$ cat config.mk
export PLATFORM = sky130hd
export DESIGN_NAME = eu_icon_arbiter
export DESIGN_NICKNAME = d
export VERILOG_FILES = /design/src/rtl/eu_icon_arbiter_pkg.sv /design/src/rtl/eu_icon_arbiter_pick.sv /design/src/rtl/eu_icon_arbiter.sv
export SDC_FILE = /design/constraint.sdc
export NUM_CORES = 1
export LEC_CHECK = 0
export BUFFER_PORTS_ARGS = -buffer_cell sky130_fd_sc_hd__buf_2
export CORE_MARGIN = 10
export CORE_UTILIZATION = 34
export DETAILED_ROUTE_END_ITERATION = 7
export PLACE_DENSITY_LB_ADDON = 0.05
export SYNTH_ARGS = -nofsm -noshare
export SYNTH_HDL_FRONTEND = slang
export SYNTH_SLANG_ARGS = --single-unit
$ cat constraint.sdc
create_clock -name clk -period 3 [get_ports clk]
set_input_delay 0.3 -clock clk [delete_from_list [all_inputs] [get_ports clk]]
set_output_delay 0.3 -clock clk [all_outputs]
set_load 0.01 [all_outputs]
$ cat src/rtl/eu_icon_arbiter_pkg.sv
// Shared types for the execution-unit interconnect channel allocator.
package exec_unit_dtypes;

  localparam int OWNER_W    = 8;
  localparam int HOLD_CNT_W = 16;

  typedef enum logic {
    IDLE  = 1'b0,
    OWNED = 1'b1
  } type_icon_arb_state;

  typedef struct packed {
    logic                  busy;
    logic [OWNER_W-1:0]    owner;
    logic [HOLD_CNT_W-1:0] hold_cnt;
  } type_icon_ch_alloc;

endpackage

$ cat src/rtl/eu_icon_arbiter_pick.sv
// Round-robin first-set finder: first set bit of mask at or after start, wrapping.
module rr_pick_first #(
  parameter int N = 2,
  parameter int W = 1
) (
  input  logic [N-1:0] mask,
  input  logic [W-1:0] start,
  output logic         found,
  output logic [W-1:0] idx
);

  always_comb begin
    int u;
    found = 1'b0;
    idx   = '0;
    u     = 0;
    for (int i = 0; i < N; i++) begin
      u = int'(start) + i;
      if (u >= N) u = u - N;
      if (!found && mask[u]) begin
        found = 1'b1;
        idx   = W'(u);
      end
    end
  end

endmodule

$ cat src/rtl/eu_icon_arbiter.sv
// Round-robin allocator of shared interconnect channels to execution units,
// with release on last/abandon and hold-timeout pre-emption.
module eu_icon_arbiter
  import exec_unit_dtypes::*;
#(
  parameter  int NUM_CHANNELS = 2,
  parameter  int NUM_UNITS    = 2,
  parameter  int MAX_HOLD     = 8,
  localparam int ARB_CH_WIDTH = $clog2(NUM_UNITS),
  localparam int CH_IDX_WIDTH = $clog2(NUM_CHANNELS),
  localparam int HOLD_W       = $clog2(MAX_HOLD + 1)
) (
  input  logic                                     clk,
  input  logic                                     reset,
  input  logic [NUM_UNITS-1:0]                     req,
  input  logic [NUM_UNITS-1:0]                     last,
  output logic [NUM_UNITS-1:0]                     grant,
  output logic [NUM_UNITS-1:0][CH_IDX_WIDTH-1:0]   grant_ch,
  output logic [NUM_CHANNELS-1:0]                  ch_busy,
  output logic [NUM_CHANNELS-1:0][ARB_CH_WIDTH-1:0] ch_owner
);

  localparam logic [HOLD_W-1:0]     HOLD_MAX   = HOLD_W'(MAX_HOLD);
  localparam logic [HOLD_CNT_W-1:0] HOLD_LIMIT = HOLD_CNT_W'(HOLD_MAX);

  type_icon_arb_state st_q    [NUM_CHANNELS];
  type_icon_arb_state st_d    [NUM_CHANNELS];
  type_icon_ch_alloc  alloc_q [NUM_CHANNELS];
  type_icon_ch_alloc  alloc_d [NUM_CHANNELS];

  logic [ARB_CH_WIDTH-1:0]                    rr_ptr, rr_ptr_d;
  logic [NUM_UNITS-1:0]                       grant_d;
  logic [NUM_UNITS-1:0][CH_IDX_WIDTH-1:0]     grant_ch_d;
  logic [NUM_UNITS-1:0]                       waiting;
  logic [NUM_CHANNELS-1:0]                    rel, avail, pick_found;
  logic [NUM_CHANNELS-1:0][ARB_CH_WIDTH-1:0]  pick_idx;

  // A releasing channel is immediately available so hand-over has no idle cycle.
  always_comb begin
    waiting = req & ~grant;
    rel     = '0;
    avail   = '0;
    for (int c = 0; c < NUM_CHANNELS; c++) begin
      if (st_q[c] == OWNED) begin
        for (int u = 0; u < NUM_UNITS; u++) begin
          if (alloc_q[c].owner == OWNER_W'(u))
            rel[c] = last[u] | ~req[u] |
                     ((alloc_q[c].hold_cnt == HOLD_LIMIT) & (|waiting));
        end
      end
      avail[c] = (st_q[c] == IDLE) | rel[c];
    end
  end

  // Pickers chained in ascending channel order; each removes its pick from the next mask.
  for (genvar c = 0; c < NUM_CHANNELS; c++) begin : g_pick
    logic [NUM_UNITS-1:0]    mask_in, mask_out, mask_use;
    logic                    found;
    logic [ARB_CH_WIDTH-1:0] idx;

    if (c == 0) begin : g_first
      assign mask_in = waiting;
    end else begin : g_next
      assign mask_in = g_pick[c-1].mask_out;
    end

    assign mask_use = avail[c] ? mask_in : '0;

    rr_pick_first #(.N(NUM_UNITS), .W(ARB_CH_WIDTH)) u_pick (
      .mask  (mask_use),
      .start (rr_ptr),
      .found (found),
      .idx   (idx)
    );

    assign mask_out      = found ? (mask_in & ~(NUM_UNITS'(1) << idx)) : mask_in;
    assign pick_found[c] = found;
    assign pick_idx[c]   = idx;
  end

  always_comb begin
    logic                    any_pick;
    logic [ARB_CH_WIDTH-1:0] last_pick;
    any_pick   = 1'b0;
    last_pick  = '0;
    grant_d    = '0;
    grant_ch_d = '0;
    for (int c = 0; c < NUM_CHANNELS; c++) begin
      st_d[c]    = st_q[c];
      alloc_d[c] = alloc_q[c];
      if (pick_found[c]) begin
        st_d[c]             = OWNED;
        alloc_d[c].busy     = 1'b1;
        alloc_d[c].owner    = OWNER_W'(pick_idx[c]);
        alloc_d[c].hold_cnt = '0;
        any_pick            = 1'b1;
        last_pick           = pick_idx[c];
      end else if (rel[c]) begin
        st_d[c]    = IDLE;
        alloc_d[c] = '0;
      end else if ((st_q[c] == OWNED) && (|waiting) &&
                   (alloc_q[c].hold_cnt != HOLD_LIMIT)) begin
        alloc_d[c].hold_cnt = alloc_q[c].hold_cnt + 1'b1;
      end
      for (int u = 0; u < NUM_UNITS; u++) begin
        if (alloc_d[c].busy && (alloc_d[c].owner == OWNER_W'(u))) begin
          grant_d[u]    = 1'b1;
          grant_ch_d[u] = CH_IDX_WIDTH'(c);
        end
      end
    end
    rr_ptr_d = rr_ptr;
    if (any_pick)
      rr_ptr_d = (last_pick == ARB_CH_WIDTH'(NUM_UNITS - 1)) ? '0 : last_pick + 1'b1;
  end

  always_ff @(posedge clk or posedge reset) begin
    if (reset) begin
      for (int c = 0; c < NUM_CHANNELS; c++) begin
        st_q[c]    <= IDLE;
        alloc_q[c] <= '0;
      end
      rr_ptr   <= '0;
      grant    <= '0;
      grant_ch <= '0;
    end else begin
      for (int c = 0; c < NUM_CHANNELS; c++) begin
        st_q[c]    <= st_d[c];
        alloc_q[c] <= alloc_d[c];
      end
      rr_ptr   <= rr_ptr_d;
      grant    <= grant_d;
      grant_ch <= grant_ch_d;
    end
  end

  always_comb begin
    ch_busy  = '0;
    ch_owner = '0;
    for (int c = 0; c < NUM_CHANNELS; c++) begin
      ch_busy[c] = alloc_q[c].busy;
      for (int u = 0; u < NUM_UNITS; u++) begin
        if (alloc_q[c].owner == OWNER_W'(u)) ch_owner[c] = ARB_CH_WIDTH'(u);
      end
    end
  end

endmodule

# --- Word-level counts from Yosys, hierarchy flattened ---
# Cells that the tools add are included.
classes:
  n_eq_ne: 8
  n_reduce_logical: 21
  shifts: 1
  magnitude_cmp: 4
  n_mux: 56
  bitwise_logic: 18
  n_addsub: 6
  n_mul: 0
  div_mod_pow: 0
op_table:
  columns: ["op", "count"]
  rows:
  - ["$lt 32x3->1 const B", 2]
  - ["$mux 16", 4]
  - ["$mux 32", 2]
  - ["$mux 25", 2]
  - ["$mux 1", 43]
  - ["$add 16x1->16 const B", 2]
  - ["$eq 16x4->1 const B", 2]
  - ["$eq 8x1->1 const B", 4]
  - ["$ge 32x3->1 const B", 1]
  - ["$logic_not 8->1", 4]
  - ["$ne 16x4->1 const B", 2]
  - ["$sub 32x3->32 const B", 1]
  - ["$mux 9", 2]
  - ["$logic_and 1x1->1", 10]
  - ["$or 1x1->1", 8]
  - ["$mux 2", 3]
  - ["$reduce_bool 3->1", 2]
  - ["$and 2x2->2", 2]
  - ["$not 1->1", 4]
  - ["$not 2->2", 2]
  - ["$reduce_bool 2->1", 2]
  - ["$sub 1x2->3 const B", 1]
  - ["$add 1x1->2 const B", 1]
  - ["$and 1x1->1", 2]
  - ["other kinds (5)", 6]
totals:
  n_memories: 0
  latch_bits: 0
  wordCells: 126
  inputBits: 6
  ramBits: 0
  mem_bits_ro: 0
  regBits: 57
  output_inout_bits: 8

# --- Logic depth before layout (Yosys ltp) ---
depth:
  depth_word: 33
  ltp_mapped: 10
  mapped_depth_nobuf: 10

# --- Hierarchy ---
# A second synthesis with hierarchy kept.
hier_totals:
  cells_unflattened: 286
  area_unflattened_um2: 2901.5
modules_own_cells:
  columns: ["mod", "area_per_inst_um2", "n_inst", "seq_area_each_um2", "cells_each"]
  rows:
  - ["eu_icon_arbiter", 2866.5, 1, 1426.4, 280]
  - ["rr_pick_first", 17.5, 2, 0.0, 3]

# --- Worst setup path after synthesis ---
# OpenSTA, ideal clock, no wires.
synth_path:
  path_type: "reg2reg"
  start: "register alloc_q[47] (netlist bit)"
  end: "register grant[0]"
  slack_ps: 875
  setup_ps: 134
  t_required_ps: 2866
  t_arrival_ps: 1991
  synth_period_minus_slack_ps: 2125
  path_buffers: 1
  path_stages_with_launch: 9
  cell_sequence: "dfrtp_1 or4_4 nor4_4 inv_2 o21ai_2 a211o_1 buf_2 and2_1 o22ai_1"
synth_between:
  elab_chain_len: 29
  word_cells_on_any_way: 45
  classes_between: "1 x eq/ne; 1 x shift; 31 x mux; 3 x bitwise; 9 x reduce/logical"
synth_lines:
  columns: ["item", "line_no", "rtl"]
  rows:
  - ["from (decl)", "eu_icon_arbiter.sv:28", "type_icon_ch_alloc alloc_q [NUM_CHANNELS];"]
  - ["from (signal, indexed assignment)", "eu_icon_arbiter.sv:129", "alloc_q[c] <= alloc_d[c];"]
  - ["$logic_not 8->1", null, null]
  - ["$mux 1 (2 in series)", "eu_icon_arbiter.sv:46", "if (alloc_q[c].owner == OWNER_W'(u))"]
  - ["$mux 1", "eu_icon_arbiter.sv:44", "if (st_q[c] == OWNED) begin"]
  - ["$or 1x1->1", "eu_icon_arbiter.sv:51", "avail[c] = (st_q[c] == IDLE) | rel[c];"]
  - ["$mux 2", "eu_icon_arbiter.sv:67", "assign mask_use = avail[c] ? mask_in : '0;"]
  - ["$mux 1 (implied by the code) (3 in series)", "eu_icon_arbiter_pick.sv:20", "if (!found && mask[u]) begin"]
  - ["$mux 1", "eu_icon_arbiter_pick.sv:20", null]
  - ["$logic_not 1->1", "eu_icon_arbiter_pick.sv:20", null]
  - ["[11 not listed]", null, null]
  - ["$logic_not 1->1", "eu_icon_arbiter_pick.sv:20", null]
  - ["$logic_and 1x1->1", "eu_icon_arbiter_pick.sv:20", null]
  - ["$mux 1", "eu_icon_arbiter_pick.sv:20", null]
  - ["$mux 25", "eu_icon_arbiter.sv:91", "if (pick_found[c]) begin"]
  - ["$logic_not 8->1", "eu_icon_arbiter.sv:106", "if (alloc_d[c].busy && (alloc_d[c].owner == OWNER_W'(u))) begin"]
  - ["$logic_and 1x1->1", "eu_icon_arbiter.sv:106", null]
  - ["$mux 1 *", "eu_icon_arbiter.sv:106", null]
  - ["net grant_d[0]", "eu_icon_arbiter.sv:32", "logic [NUM_UNITS-1:0] grant_d;"]
  - ["to (signal assigned)", "eu_icon_arbiter.sv:132", "grant <= grant_d;"]
  - ["to (decl)", "eu_icon_arbiter.sv:17", "output logic [NUM_UNITS-1:0] grant,"]
# Mark *: on every way through the listed nets, which the timed path passes. The rest lies on a longest branch. The select of a mux whose other input is x is not followed.
# A chain may end at the register's enable or synchronous reset.

# --- Worst setup path in the final report ---
layout_path:
  start: "register alloc_q[47] (netlist bit)"
  end: "register alloc_q[11] (netlist bit)"
layout_between:
  elab_chain_len: 26
  word_cells_on_any_way: 36
  classes_between: "1 x eq/ne; 1 x shift; 25 x mux; 3 x bitwise; 6 x reduce/logical"
layout_lines:
  columns: ["item", "line_no", "rtl"]
  rows:
  - ["$logic_not 8->1", null, null]
  - ["$mux 1", "eu_icon_arbiter.sv:46", null]
  - ["$mux 1 *", "eu_icon_arbiter.sv:46", null]
  - ["$mux 1 *", "eu_icon_arbiter.sv:44", null]
  - ["$or 1x1->1 *", "eu_icon_arbiter.sv:51", null]
  - ["$mux 2 *", "eu_icon_arbiter.sv:67", null]
  - ["$mux 1 (implied by the code) (3 in series)", "eu_icon_arbiter_pick.sv:20", null]
  - ["$mux 1", "eu_icon_arbiter_pick.sv:20", null]
  - ["[6 not listed]", null, null]
  - ["$mux 2 *", "eu_icon_arbiter.sv:76", "assign mask_out = found ? (mask_in & ~(NUM_UNITS'(1) << idx)) : mask_in;"]
  - ["$mux 2 *", "eu_icon_arbiter.sv:67", null]
  - ["$mux 1 (implied by the code) (3 in series)", "eu_icon_arbiter_pick.sv:20", null]
  - ["$mux 1", "eu_icon_arbiter_pick.sv:20", null]
  - ["$logic_not 1->1", "eu_icon_arbiter_pick.sv:20", null]
  - ["$logic_and 1x1->1", "eu_icon_arbiter_pick.sv:20", null]
  - ["$mux 1 *", "eu_icon_arbiter_pick.sv:20", null]
  - ["$reduce_bool 3->1 (no line) / $mux 25 (equally long branches)", null, null]
# Every way passes the cells marked *; elsewhere a longest branch is shown, timed or not. The select of a mux whose other input is x is not followed.

==> results by group <==
Floorplan
  – Placeable Area: ~0.0083 sq mm
  – Core Rows: 33
  – Die height: between 100 and 150 um
  – Die W: 112 um
  – Initial Util: between 30% and 40%
  – I/O Pins: 14
  – Die area: 0.0126 sq mm

Worst setup path
  – Crit. Startpoint: alloc_q[47]
  – Setup crit start kind: flop
  – Critical setup path kind: flop to flop
  – Reg2reg end: alloc_q[11]
  – FF-to-FF Start: alloc_q[47]
  – Kind of end point of the critical path: flop
  – CP max FO: 16
  – R2R depth: 7
  – Slowest cell delay on critical path: 540 ps
  – Worst path slowest cell: or4_4
  – CP required: 3260 ps
  – CP Cell Sequence: or4_4, nor4_4, inv_2, o21ai_2, a211o_1, nand2_2, nor2_1
  – Worst Setup EP: alloc_q[11]
  – CP arrival: 2770 ps
  – R2R setup slack: just under 500 ps

Pwr
  – Peak VDD IR: approximately 0.3 mV
  – PwrDens: 676 mW/mm^2
  – Static Leak: 1.47 nW

Detailed routing
  – DRC viols: 0
  – Avg WL per Cell: 14.3 um
  – Vias: 2023
  – Post-DRT Antenna Nets: 0
  – WL final: between 5 and 6 mm
  – Initial DRT Pass Iterations: 4
  – Iter 0 DRT Violations: 53
  – Vias/cell: 4.90

Placed design
  – Cells after DPL: 398
  – Placed cell areas: 0.00306 sq mm
  – PortBufs: 13
  – Post-DP HPWL: 3.96 mm
  – Global placement routability congestion: 0.732

GRT
  – Total grt overflow: 0
  – Largest net degree at the start of global routing: between 50 and 60
  – Vias in the first global route: about 2100
  – Total GRT Usage: roughly a tenth
  – Antenna violations before repair: 0
  – First-pass GRT wire length: 10.3 mm

STA
  – Clock Skews: 8.58 ps
  – Final hold vios: 0
  – Final count of pins violating max slew: 0
  – Unrepaired setup endpoints after global routing: no
  – Final period util: between 80% and 90%
  – Crit path time final: 2510 ps
  – Setup tns final: 0 ps
  – Slew HR: 50.6%
  – Worst Tran Pin Value: 741 ps
  – Max Freq: 0.398 GHz
  – Final setup vio count: 0

Synthesis
  – Post-Syn Instances: 288
  – Synthesized flop and latch total: 57
  – Unique masters post-synth: a little over 50
  – Post-Synthesis Mean Instance Area: 10.0 sq um
  – Synth warn: 0
  – Post-Syn Nets: roughly 300
  – Sequential area share after synthesis: 49.3%
  – Post-synth design cell area: 0.00289 sq mm

Min path
  – Hold WC Path Type: input port to asynchronous set/reset pin

Layout
  – Most common cell after layout, fill and taps aside: dfrtp_1
  – Fillers: about 870
  – Non-filler cells in the finished layout: 413
  – Ant diodes: 0
  – Register area: 0.00143 sq mm
  – Post-route cell area: 0.00323 sq mm
  – Most frequent cells in the layout: 57 x dfrtp_1, 38 x nor2_1, 28 x nand2_1, 17 x and3_1
  – Area of the multi-input gates: approximately 0.0014 sq mm
  – Fin nets: 314
  – Area Overhead vs Synth: 11.5%
  – Share of post-route cells with drive strength above 1: roughly 16%

Flow run
  – Max_cap viols: 0

Clock network
  – Post-CTS sizing: 0
  – Post-CTS setup buffer count: 0
  – Clock Latency Late Sink: 330 ps
  – H-tree depth: 3
  – TritonCTS Buffers: 9
  – CTS tree: done
  – Clock buffer depth: 2
  – Hold_buf cts: 0
  – Clock root cell: clkbuf_8
  – Clock sinks: 57
  – Clock transition at path regs: 70 ps

Run status
  – Status: completed
==> sequential cells by signal, indices dropped and copies added, names as in the netlist <==
name	flops
alloc_q	48
ch_busy	2
grant	2
grant_ch	2
rr_ptr	1
st_q	2
==> critical path: cells and delay by family, from the launching register on <==
family	cells	cell delay [ps]
buffers and inverters	1	130
AO/OA/AOI/OAI	2	660
AND/OR/NAND/NOR	4	1270
flip-flops	1	370
==> metal layers <==
layer / up-vias / share of wire, % / global-route usage, %
li1: 1026 / - / -
met3: 12 / 4.5 / 3.51
met2: 28 / 44 / 14.4
met1: 957 / 49 / 12.9
met4: 0 / 1.7 / 4.06
met5: - / 0 / 0
==> synth_stat cells, drive strengths merged <==
cell     instances  area, sq um
mux2             1         11.3
a31oi            1         6.26
buf              7         46.3
a221o            1         10.0
inv              8         30.0
clkbuf           5         18.8
o22a             1         8.76
o21a             2         15.0
a22o             1         8.76
xor2            15          131
nand2           29          111
dfrtp           57         1430
a21o             2         15.0
nor3             7         60.1
nand3           11         55.1
ha               4         50.1
a22oi            1         7.51
nand2b           2         12.5
a21boi           1         7.51
a211o            1         8.76
and4             2         17.5
nor4b            2         23.8
o21ai            5         40.0
nand4           11         68.8
nor4             6         67.6
o22ai            2         12.5
nor3b            5         47.5
or3              1         6.26
a21oi            7         35.0
and3            17          106
or4              2         18.8
nor2b            9         56.3
xnor2           15          131
and2             4         25.0
nor4bb           1         10.0
o2bb2ai          1         8.76
nor2            38          143
mux2i            1         10.0
o221ai           1         8.76
a32oi            1         16.3
==> cells by family after synthesis <==
kind of cell | Yosys count | synth area share [%]
simple gates | 147 | 28.7
flops | 57 | 49.3
xor+xnor | 30 | 9.08
compound gates | 28 | 7.22
buf+inv | 20 | 3.29
fa+ha+maj | 4 | 1.73
mux | 2 | 0.735
==> worst min-delay path by stage <==
stage / startpoint / endpoint / slack [ps] / depth (start not counted)
6_report: reset / alloc_q[8] / 160 / 3
2_1_floorplan: alloc_q[47] / alloc_q[47] / 470 / 1
3_3_place_gp: alloc_q[42] / alloc_q[42] / 480 / 1
5_1_grt: reset / alloc_q[9] / 230 / 3
3_5_place_dp: alloc_q[17] / alloc_q[17] / 490 / 1
4_1_cts: reset / alloc_q[17] / 190 / 3
==> final cells by class <==
class	instances	area share, %
clock buffer	10	4.27
clock inverter	5	1.01
inverter	8	0.931
multi-input combinational	211	42.6
sequential	57	44.2
tap	105	4.07
timing repair buffer	17	2.95
==> power breakdown <==
part	total, mW	internal, mW	switching, mW
Sequential	0.936	0.852	0.0833
Combinational	0.620	0.223	0.397
Clock	0.626	0.314	0.312
Total	2.18	1.39	0.793
==> through the flow <==
step	utilization (%)	worst slack, ps	total power, mW	hold WS, ps
2_1_floorplan	-	875	1.42	465
3_3_place_gp	37.0	445	1.59	483
3_5_place_dp	37.0	438	1.58	489
4_1_cts	39.1	403	2.23	192
5_1_grt	39.1	299	2.35	231
6_report	39.1	488	2.18	155
(Power assumes the default switching activity.)
